===== src/rtl/if_fetch.sv =====
// -----------------------------------------------------------------------------
// if_fetch
//   Instruction-fetch stage of a 5-stage RV32I pipeline. The stage owns the PC
//   register. It builds each 32-bit instruction from four little-endian byte
//   reads on a byte-wide memory port.
//
//   While a fetch is in progress the stage raises stall_if. In DONE it obeys
//   the stall code that the stall controller returns for the PC register.
//   A redirect from EX (jump_en) takes priority in every non-reset state.
//
// Ports
//   clk, rst      : rising-edge clock, asynchronous active-high reset
//   stall_reg_pc  : PC stall code (00 Pass, 01 Hold, 10 Bubb, 11 as Hold)
//   jump_en       : single-cycle redirect request from EX
//   jump_addr     : redirect target; bits [1:0] are forced to zero
//   mem_req       : byte read request
//   mem_addr      : byte address of the current request
//   mem_ready     : mem_rdata is valid for the mem_addr driven this cycle
//   mem_rdata     : returned byte
//   stall_if      : high while a fetch is incomplete (FETCH state)
//   if_valid      : if_inst/if_pc hold a complete instruction
//   if_inst       : assembled instruction
//   if_pc         : address of if_inst
// -----------------------------------------------------------------------------
module if_fetch #(
  parameter logic [31:0] RESET_PC       = 32'h0000_0000,
  parameter int          MEM_ADDR_WIDTH = 32
) (
  input  logic        clk,
  input  logic        rst,
  input  logic [1:0]  stall_reg_pc,
  input  logic        jump_en,
  input  logic [31:0] jump_addr,
  output logic        mem_req,
  output logic [31:0] mem_addr,
  input  logic        mem_ready,
  input  logic [7:0]  mem_rdata,
  output logic        stall_if,
  output logic        if_valid,
  output logic [31:0] if_inst,
  output logic [31:0] if_pc
);

  typedef enum logic [1:0] {
    IDLE  = 2'd0,
    FETCH = 2'd1,
    DONE  = 2'd2
  } state_t;

  localparam logic [1:0] STALL_PASS = 2'b00;

  state_t          state_q, state_d;
  logic [31:0]     pc_q, pc_d;
  logic [1:0]      cnt_q, cnt_d;
  logic [3:0][7:0] byte_q, byte_d;
  logic            mem_req_q, mem_req_d;
  logic [31:0]     mem_addr_q, mem_addr_d;
  logic            stall_if_q, stall_if_d;
  logic            if_valid_q, if_valid_d;
  logic [31:0]     if_inst_q, if_inst_d;
  logic [31:0]     if_pc_q, if_pc_d;
  logic [31:0]     jump_target_s;

  // Keep only the address bits the memory actually decodes; the rest read 0.
  function automatic logic [31:0] trunc_addr(input logic [31:0] a);
    logic [31:0] r;
    r = 32'h0000_0000;
    for (int i = 0; i < 32; i++) begin
      r[i] = (i < MEM_ADDR_WIDTH) ? a[i] : 1'b0;
    end
    return r;
  endfunction

  assign jump_target_s = jump_addr & 32'hFFFF_FFFC;

  // Next-state and next-output computation for the fetch FSM.
  always_comb begin
    state_d    = state_q;
    pc_d       = pc_q;
    cnt_d      = cnt_q;
    byte_d     = byte_q;
    if_valid_d = if_valid_q;
    if_inst_d  = if_inst_q;
    if_pc_d    = if_pc_q;

    case (state_q)
      IDLE: begin
        if (jump_en) begin
          pc_d = jump_target_s;
        end else begin
          pc_d = pc_q;
        end
        cnt_d   = 2'd0;
        state_d = FETCH;
      end
      FETCH: begin
        if (jump_en) begin
          // A byte returned in the redirect cycle is discarded.
          pc_d       = jump_target_s;
          cnt_d      = 2'd0;
          if_valid_d = 1'b0;
          state_d    = FETCH;
        end else if (mem_ready) begin
          byte_d[cnt_q] = mem_rdata;
          cnt_d         = cnt_q + 2'd1;
          if (cnt_q == 2'd3) begin
            state_d    = DONE;
            if_valid_d = 1'b1;
            if_inst_d  = {mem_rdata, byte_q[2], byte_q[1], byte_q[0]};
            if_pc_d    = pc_q;
          end else begin
            state_d = FETCH;
          end
        end else begin
          state_d = FETCH;
        end
      end
      DONE: begin
        if (jump_en) begin
          // The redirect wins over Pass: no pc+4.
          pc_d       = jump_target_s;
          cnt_d      = 2'd0;
          if_valid_d = 1'b0;
          state_d    = FETCH;
        end else if (stall_reg_pc == STALL_PASS) begin
          pc_d       = pc_q + 32'd4;
          cnt_d      = 2'd0;
          if_valid_d = 1'b0;
          state_d    = FETCH;
        end else begin
          // Hold, Bubb and 2'b11 all hold; the PC register is never bubbled.
          state_d = DONE;
        end
      end
      default: begin
        state_d    = IDLE;
        pc_d       = RESET_PC;
        cnt_d      = 2'd0;
        if_valid_d = 1'b0;
      end
    endcase

    // Memory-side outputs are registered from the next state. mem_addr
    // therefore moves only when pc/cnt/state move, and stays put across
    // wait states.
    if (state_d == FETCH) begin
      mem_req_d  = 1'b1;
      stall_if_d = 1'b1;
      mem_addr_d = trunc_addr(pc_d + {30'd0, cnt_d});
    end else begin
      mem_req_d  = 1'b0;
      stall_if_d = 1'b0;
      mem_addr_d = 32'h0000_0000;
    end
  end

  // State and output registers, asynchronously cleared by rst.
  always_ff @(posedge clk or posedge rst) begin
    if (rst) begin
      state_q    <= IDLE;
      pc_q       <= RESET_PC;
      cnt_q      <= 2'd0;
      byte_q     <= '0;
      mem_req_q  <= 1'b0;
      mem_addr_q <= 32'h0000_0000;
      stall_if_q <= 1'b0;
      if_valid_q <= 1'b0;
      if_inst_q  <= 32'h0000_0000;
      if_pc_q    <= 32'h0000_0000;
    end else begin
      state_q    <= state_d;
      pc_q       <= pc_d;
      cnt_q      <= cnt_d;
      byte_q     <= byte_d;
      mem_req_q  <= mem_req_d;
      mem_addr_q <= mem_addr_d;
      stall_if_q <= stall_if_d;
      if_valid_q <= if_valid_d;
      if_inst_q  <= if_inst_d;
      if_pc_q    <= if_pc_d;
    end
  end

  assign mem_req  = mem_req_q;
  assign mem_addr = mem_addr_q;
  assign stall_if = stall_if_q;
  assign if_valid = if_valid_q;
  assign if_inst  = if_inst_q;
  assign if_pc    = if_pc_q;

endmodule

===== config.mk =====
export PLATFORM = sky130hd
export DESIGN_NAME = if_fetch
export DESIGN_NICKNAME = d
export VERILOG_FILES = /design/src/rtl/if_fetch.sv
export SDC_FILE = /design/constraint.sdc
export NUM_CORES = 1
export LEC_CHECK = 0
export ABC_AREA = 1
export BUFFER_PORTS_ARGS = -buffer_cell sky130_fd_sc_hd__buf_2
export CAP_MARGIN = 20
export CORE_AREA = 2 2 85 168
export CTS_CLUSTER_DIAMETER = 100
export DETAILED_ROUTE_END_ITERATION = 7
export DIE_AREA = 0 0 87 170
export GPL_TIMING_DRIVEN = 0
export PLACE_DENSITY = 0.95
export SLEW_MARGIN = 5
export SYNTH_ARGS = -nofsm -noshare
export SYNTH_HDL_FRONTEND = slang
export SYNTH_SLANG_ARGS = --single-unit
export TNS_END_PERCENT = 20

===== constraint.sdc =====
create_clock -name clk -period 7.1 [get_ports clk]
set_clock_uncertainty 0.1 [all_clocks]
set_input_delay 0.71 -clock clk [delete_from_list [all_inputs] [get_ports clk]]
set_output_delay 0.71 -clock clk [all_outputs]
set_load 0.01 [all_outputs]

* Word level (Yosys, flattened, before mapping)
Cells that the tools add are included.
** Word-level totals
- Flip-flop bits (word level) :: 166
- Output and inout bits :: 99
- Word-level logic and storage cells :: 59
** Cells by class
- Add/subtract/negate cells :: 3
- Magnitude comparators :: 2
- Equality and inequality tests :: 7
- Muxes and demuxes :: 26
- Bitwise operators :: 2
- Reductions and logical operators :: 7
** Operators by type and width (number)
- $mux 32 :: 4
- $pmux 32 s2 :: 1
- $add 32x2->32 :: 1
- $add 32x3->32 const B :: 1
- $bwmux 32 :: 1
- $mux 2 :: 9
- $demux 8 s2 :: 1
- $ne 3x3->1 const B :: 3
- $mux 8 :: 1
- $reduce_and 4->1 :: 2
- $mux 1 :: 6
- $pmux 2 s3 :: 1
- $eq 2x1->1 const B :: 2
- $eq 2x2->1 const B :: 2
- $logic_not 2->1 :: 2
- $pmux 2 s2 :: 1
- $lt 2x3->1 const B :: 1
- $pmux 1 s3 :: 1
- $reduce_and 3->1 :: 1
- $add 2x1->2 const B :: 1
- $ge 2x1->1 const B :: 1
- $not 1->1 :: 2
- $reduce_or 2->1 :: 1
- $logic_and 1x1->1 :: 1

* Depth between registers and ports, before layout
Gate-level depths: netlist of run 1.
- Depth in word-level cells :: 7
- Depth in mapped cells :: 21
- Gate-level depth less buffers :: 21

* Worst setup path before layout of run 1
OpenSTA, ideal clock, no wires.
- Path kind :: input to register
- Start :: input jump_en
- End :: register mem_addr_q[20] (netlist: mem_addr[20])
- Setup time :: 132 ps
- Arrival time :: 3219 ps
- Data required time :: 6868 ps
- Setup slack :: 3649 ps
- Cell stages on the path :: 15
- Buffers on the path :: 2
- Path through :: buf_6 inv_2 clkbuf_1 nand3_1 a221oi_1 ha_1 fa_1 a21boi_1 nand4_1 nor2_1 nand3_1 nor2_1 nand2_1 o21ai_1 a22oi_1
** Between the ends
- Longest elaborated chain between the ends :: 4
- Elaborated cells on any way between the ends :: 12
- Those cells by class :: 1 x add/sub; 1 x eq/ne; 10 x mux
** RTL lines
- from (decl) :: line 32 : input logic jump_en,
- $mux 2 (on tied branches) :: line 119, 97
- $pmux 2 s2 * :: line 86 : case (state_q)
- net cnt_d[0] :: line 54 : logic [1:0] cnt_q, cnt_d;
- $add 32x2->32 * :: line 149 : mem_addr_d = trunc_addr(pc_d + {30'd0, cnt_d});
- $mux 32 * :: line 146 : if (state_d == FETCH) begin
- net mem_addr_d[20] :: line 57 : logic [31:0] mem_addr_q, mem_addr_d;
- to (signal assigned) :: line 176 : mem_addr_q <= mem_addr_d;
- to (decl) :: line 57
The timed path passes the listed nets; every way through them passes the cells marked *.
A chain may end at the register's enable or synchronous reset.

* Final worst setup path of run 1
- Start :: register state_q[0]
- End :: register mem_addr_q[28] (netlist: mem_addr[28])
** Between the ends
- Elaborated cells on any way between the ends :: 10
- Those cells by class :: 1 x add/sub; 3 x eq/ne; 4 x mux; 2 x reduce/logical
** RTL lines
- from (decl) :: line 52 : state_t state_q, state_d;
- from (signal assigned) :: line 171 : state_q <= state_d;
- $eq 2x2->1 / $eq 2x1->1 (equally long branches) :: line 86
- $pmux 2 s2 * :: line 86
- net cnt_d[1] :: line 54
- $add 32x2->32 * :: line 149
- $mux 32 * :: line 146
- net mem_addr_d[28] :: line 57
Marks and branches as above.

==> results_dict.tcl, run 1 <==
set metrics [dict create \
    antenna_found_initial 0 \
    io_pins 145 \
    synth_edf_count 0 \
    drc 0 \
    cts_resized 0 \
    start_util 0.602 \
    synth_cell_type_count 40 \
    grt_pass1_vias 7767 \
    grt_pass1_wl_mm 36.8 \
    path_max_fanout 10 \
    n_antenna_cell 0 \
    dpl.cell_count 1330 \
    cts_tree "built" \
    max_slew_margin 0.506 \
    die_w_um 87 \
    synth.cell_area_um2 8080 \
    vias 7702 \
    gp_congestion 0.980 \
    power.leakage_nw 5.14 \
    worstPathCellList "inv_1 -> ha_1 -> buf_2 -> buf_2 -> nand3_1 -> a221oi_1 -> fa_1 -> a21boi_1 -> nand4_1 -> nor2_1 -> nand4_1 -> nor2_4 -> nand2_2 -> o21bai_2 -> nand2_1 -> nor2_1" \
    ys_warn_count 0 \
    cts-root-buf "clkbuf_16" \
    grt.total_usage 0.326 \
    cp.required_ps 7350 \
    tightest_slew_ps 742 \
    outcome "finished clean" \
    hold_viol 0 \
    ir_drop_uv 180 \
    yosys.area.top_type "dfrtp_1" \
    nFillCells 1023 \
    drv_cap 0 \
    dr.pass1.iters 5 \
    detail_route.iter0.violations 539 \
    yosys-top-cells-count "286 x nand2_1, 158 x dfrtp_1, 119 x inv_1" \
    clk_latency_ps 440 \
    synth_seq_area_share 0.489 \
    cp-start-kind "flip-flop" \
    core_area_um2 13400 \
    crit_end "mem_addr[28]" \
    endpoint_kind "flip-flop" \
    synth.area.top_cells "dfrtp_1 49%, nand2_1 13%, o21ai_0 6.3%, inv_1 5.5%, nor2_1 4.8%" \
    worst-setup-path-type "reg2reg" \
    fin_cells 1362 \
    vias_per_cell 5.65 \
    dpl.hpwl_mm 17.5 \
    layout-drive-gt1-share 0.202 \
    reg2reg_to "mem_addr[28]" \
    crit_path_max_incr_delay_ps 620 \
    clock_path_buffers 2 \
    fp.dieH_um 170 \
    period_needed_ps 4350 \
    synthArstFlopShare 1.00 \
    synth_nets 1091 \
    syn2layout_area_growth_pct 19.0 \
    wire_per_inst_um 17.2 \
    num_rows 60 \
    setup_viol 0 \
    drv_slew 0 \
    numCtsBuffers 17 \
    yosysMostFrequentCell "nand2_1" \
    cp_data_arrival_time_ps 4600 \
    timing.rr.start "state_q[0]" \
    clkSinkCount 158 \
    antenna_left 0 \
    synth_top_area_frac 0.489 \
    tns_ps 0 \
    fin_nets 1252 \
    slowest_stage "a221oi_1" \
    pwr_density_cell_nw_per_um2 283 \
    ctsHtreeMaxLevel 4 \
    postCtsHoldBufs 0 \
    syn-instance-count 1033 \
    fmax_mhz 230 \
    synth_flop_cell "dfrtp_1" \
    grt_max_degree 93 \
    rsz0062_at_grt "no" \
    rrSetupSlack_ps 2750 \
    crit_start "state_q[0]" \
    io_buffers 141 \
    r2r_cells 16 \
    period_share 0.612 \
    clk_pin_slew_ps 80 \
    ys_ff_latch 158 \
    cts_setup_buffers 0 \
    synth_area_per_cell_um2 7.83 \
    drt-total-wl_mm 23.4 \
    die_area_um2 14800 \
    whs_ps 253 \
    overflow 0 \
    hold_class "in2async" \
]
[metrics by stage]
stage	instance area, µm²	utilization	worst slack [ps]	total power (W)
5_1_grt	9620	0.716	2490	0.00285
3_3_place_gp	8980	0.669	662	0.00176
4_1_cts	9620	0.716	2890	0.00272
2_1_floorplan	8080	-	2030	0.00156
3_5_place_dp	9020	0.671	2630	0.00178
6_report	9620	0.716	2750	0.00273
[placed cells by master, fill, tap and decap left out, drive strengths merged, types with 2 or more instances in the layout]
cell,n
nand2,293
dfrtp,158
buf,155
inv,132
nor2,118
o21ai,107
nand3,75
a21oi,37
clkbuf,37
mux2,24
nand4,19
nor3,14
ha,11
clkinvlp,4
clkinv,4
a221oi,2
a31oi,2
and2,2
xor2,2
[layer usage]
| metal | track usage | vias to the layer above | wire, µm |
|---|---|---|---|
| met5 | 0 | - | 0 |
| met4 | 0.238 | 0 | 1570 |
| met3 | 0.0500 | 104 | 1180 |
| met2 | 0.574 | 373 | 12600 |
| met1 | 0.337 | 3578 | 8150 |
| li1 | - | 3647 | - |
[logic make-up (layout without fill, tap and decap cells)]
| group | Yosys count | count (layout) | share of synthesized area |
|---|---|---|---|
| multiplexers | 24 | 24 | 0.0334 |
| flip-flops | 158 | 158 | 0.489 |
| buffers and inverters | 159 | 333 | 0.0771 |
| AO/OA/AOI/OAI | 154 | 154 | 0.0995 |
| AND/OR/NAND/NOR | 523 | 523 | 0.278 |
| adder cells (fa/ha/maj) | 12 | 12 | 0.0195 |
| XOR/XNOR | 3 | 3 | 0.00325 |
[critical path: cells and delay by family, from the launching register on]
kind,cells,cell delay (ps)
compound gates,3,1060
simple gates,8,1490
buf+inv,3,650
flops,1,410
fa+ha+maj,2,530
[layout make-up]
class	count	area (µm²)	area share
Multi-Input combinational cell	716	3510	0.365
Buffer	33	149	0.0155
Clock buffer	17	425	0.0442
Sequential cell	158	3950	0.411
Inverter	126	479	0.0498
Clock inverter	15	175	0.0182
Timing Repair Buffer	142	733	0.0762
Tap cell	155	194	0.0202
[registers in the layout, indices dropped and copies added, names as in the netlist]
signal,flops
if_inst,32
cnt_q,2
if_pc,32
mem_addr,32
state_q,2
stall_if,1
byte_q,24
pc_q,32
if_valid,1
[power breakdown]
part / switching (W) / leakage (nW) / internal [W]
clock: 0.000426 / 0.282 / 0.000503
sequential: 0.0000987 / 2.07 / 0.00106
combinational: 0.000436 / 2.79 / 0.000207
[worst min-delay path by stage]
stage                            from     endpoint  cells past startpoint
after detailed placement    if_pc[26]    if_pc[26]                      2
after floorplan             byte_q[0]    byte_q[0]                      2
after CTS                         rst    if_pc[23]                      2
after global placement    if_inst[27]  if_inst[27]                      2
final                             rst  if_inst[16]                      2
after global routing              rst    if_pc[23]                      2
Note: power is estimated with default switching activity, not from simulation.
==> run 2, diff against run 1 <==
CORE_AREA = 2 2 93 184   (was 2 2 85 168)
DIE_AREA = 0 0 95 186   (was 0 0 87 170)
PLACE_DENSITY = 0.86   (was 0.95)
clock period = 3.5 ns   (was 7.1 ns; I/O delays follow)
==> results_dict.tcl, run 2 (synthesis results as in run 1) <==
set metrics [dict create \
    outcome "finished clean" \
    final_common_cell "nand2_1" \
    clk_latency_ps 440 \
    r2r_cells 16 \
    antenna_left 0 \
    grt_pass1_vias 7581 \
    grt_pass1_wl_mm 37.5 \
    rsz0062_at_grt "yes" \
    path_max_fanout 9 \
    period_share 0.990 \
    syn2layout_area_growth_pct 25.6 \
    hold_viol 0 \
    vias 7765 \
    fp.dieH_um 186 \
    layout_common_cells "280 x nand2_1, 157 x dfrtp_1, 147 x buf_2, 114 x inv_1, 97 x o21ai_0" \
    clock_path_buffers 2 \
    io_pins 145 \
    grt_max_degree 39 \
    core_area_um2 16300 \
    tightest_slew_ps 746 \
    period_needed_ps 3460 \
    nFillCells 1398 \
    drv_slew 0 \
    clkSinkCount 158 \
    vias_per_cell 5.40 \
    cts_tree "built" \
    overflow 0 \
    layout-drive-gt1-share 0.246 \
    setup_viol 0 \
    hold_depth 3 \
    place_ws_ps -764 \
    numCtsBuffers 17 \
    grt_use_met1 0.291 \
    dpl.hpwl_mm 18.4 \
    cp_data_arrival_time_ps 3710 \
    detail_route.iter0.violations 531 \
    drv_cap 0 \
    busiest_layer "met2" \
    fmax_mhz 289 \
    cp-start-kind "flip-flop" \
    ir_drop_uv 322 \
    dr.pass1.iters 5 \
    cts-root-buf "clkbuf_16" \
    gp_congestion 0.964 \
    grt_use_met2 0.511 \
    die_area_um2 17700 \
    design_area_um2 10200 \
    cp.required_ps 3750 \
    antenna_found_initial 0 \
    max_slew_margin 0.502 \
    power_w 0.00559 \
    endpoint_kind "flip-flop" \
    die_w_um 95 \
    use_met3 0.0348 \
    wire_per_inst_um 17.2 \
    placedInstanceArea_um2 9130 \
    hold_class "in2reg" \
    num_rows 66 \
    regArea_um2 3960 \
    start_util 0.497 \
    ctsHtreeMaxLevel 4 \
    n_antenna_cell 0 \
    multiInputGateArea_um2 3720 \
    pwr_density_cell_nw_per_um2 551 \
    clk_pin_slew_ps 70 \
    grt.total_usage 0.284 \
    drc 0 \
    worst-setup-path-type "reg2reg" \
    fin_nets 1278 \
    power.leakage_nw 5.32 \
    setup_ws_ps 35.8 \
    drt-total-wl_mm 24.7 \
    io_buffers 141 \
]
==> run 2: cell types whose count changed in the layout (fill, tap and decap cells not counted), moves of 4 or more <==
cell and delta:
nor3_1 -4, o21ai_0 -4, nand2_1 -6, buf_4 +20, buf_12 +8, nor2_4 +4
nand2_2 +5, nor2_1 -7, ha_1 -5, inv_1 -4, o21ai_1 +4
==> run 2: worst paths after layout <==
check                                    from            to  slack [ps]
worst min register to register      if_pc[20]     if_pc[20]         380
worst min-delay path            jump_addr[13]      pc_q[13]         100
max in group asynchronous                 rst      pc_q[29]        2070
worst max register to register     state_q[0]  mem_addr[30]          40
worst max-delay path               state_q[0]  mem_addr[30]          40
min in group asynchronous                 rst      cnt_q[0]         420
==> run 2: power breakdown <==
part / total [W] / switching, W / internal (W)
sequential: 0.00234 / 0.000199 / 0.00214
combinational: 0.00141 / 0.000934 / 0.000472
clock: 0.00185 / 0.000839 / 0.00101
==> run 2: critical path, stage by stage, from the launching register on <==
cell and delay [ps]:
dfrtp_1 410, buf_4 140, ha_1 190, buf_4 200
nor2_4 240, nand2_4 120, nor2_4 110, ha_2 210
fa_2 210, a21boi_4 220, nand4_1 170, nor2_2 170
nand4_1 230, nor2_4 210, buf_12 140, nand4_1 100
a21oi_2 190
==> run 2: area by class of cell <==
type	count	share of cell area
clock inverter	14	0.0145
sequential	158	0.390
multi-input combinational	716	0.366
tap	204	0.0251
inverter	126	0.0477
buffer	32	0.0157
timing repair buffer	169	0.0991
clock buffer	18	0.0423
==> run 2: per-layer routing <==
| layer | up-vias | wire length (µm) |
|---|---|---|
| li1 | 3693 | - |
| met1 | 3626 | 8740 |
| met2 | 342 | 13000 |
| met3 | 104 | 1140 |
| met4 | 0 | 1830 |
| met5 | - | 0 |
==> run 2: per-stage QoR <==
| step | util | setup TNS (ps) | hold slack, ps | instances |
|---|---|---|---|---|
| final | 0.624 | 0 | 99.4 | 1437 |
| after global routing | 0.624 | -992 | 103 | 1437 |
| after CTS | 0.608 | 0 | 78.3 | 1418 |
| after detailed placement | 0.561 | -11000 | 346 | 1382 |
| after global placement | 0.556 | -9940 | 363 | 1378 |
| after floorplan | - | 0 | 349 | 1033 |
==> run 2: repair_timing <==
item / 4_1_cts / 5_1_grt
pin swaps: 7 / 25
setup buffers: 3 / 20
hold endpoints to repair: 21 / 0
hold buffers: 1 / 0
gates resized for setup: 30 / 32
cloned: 0 / 0
setup endpoints to repair: 24 / 21
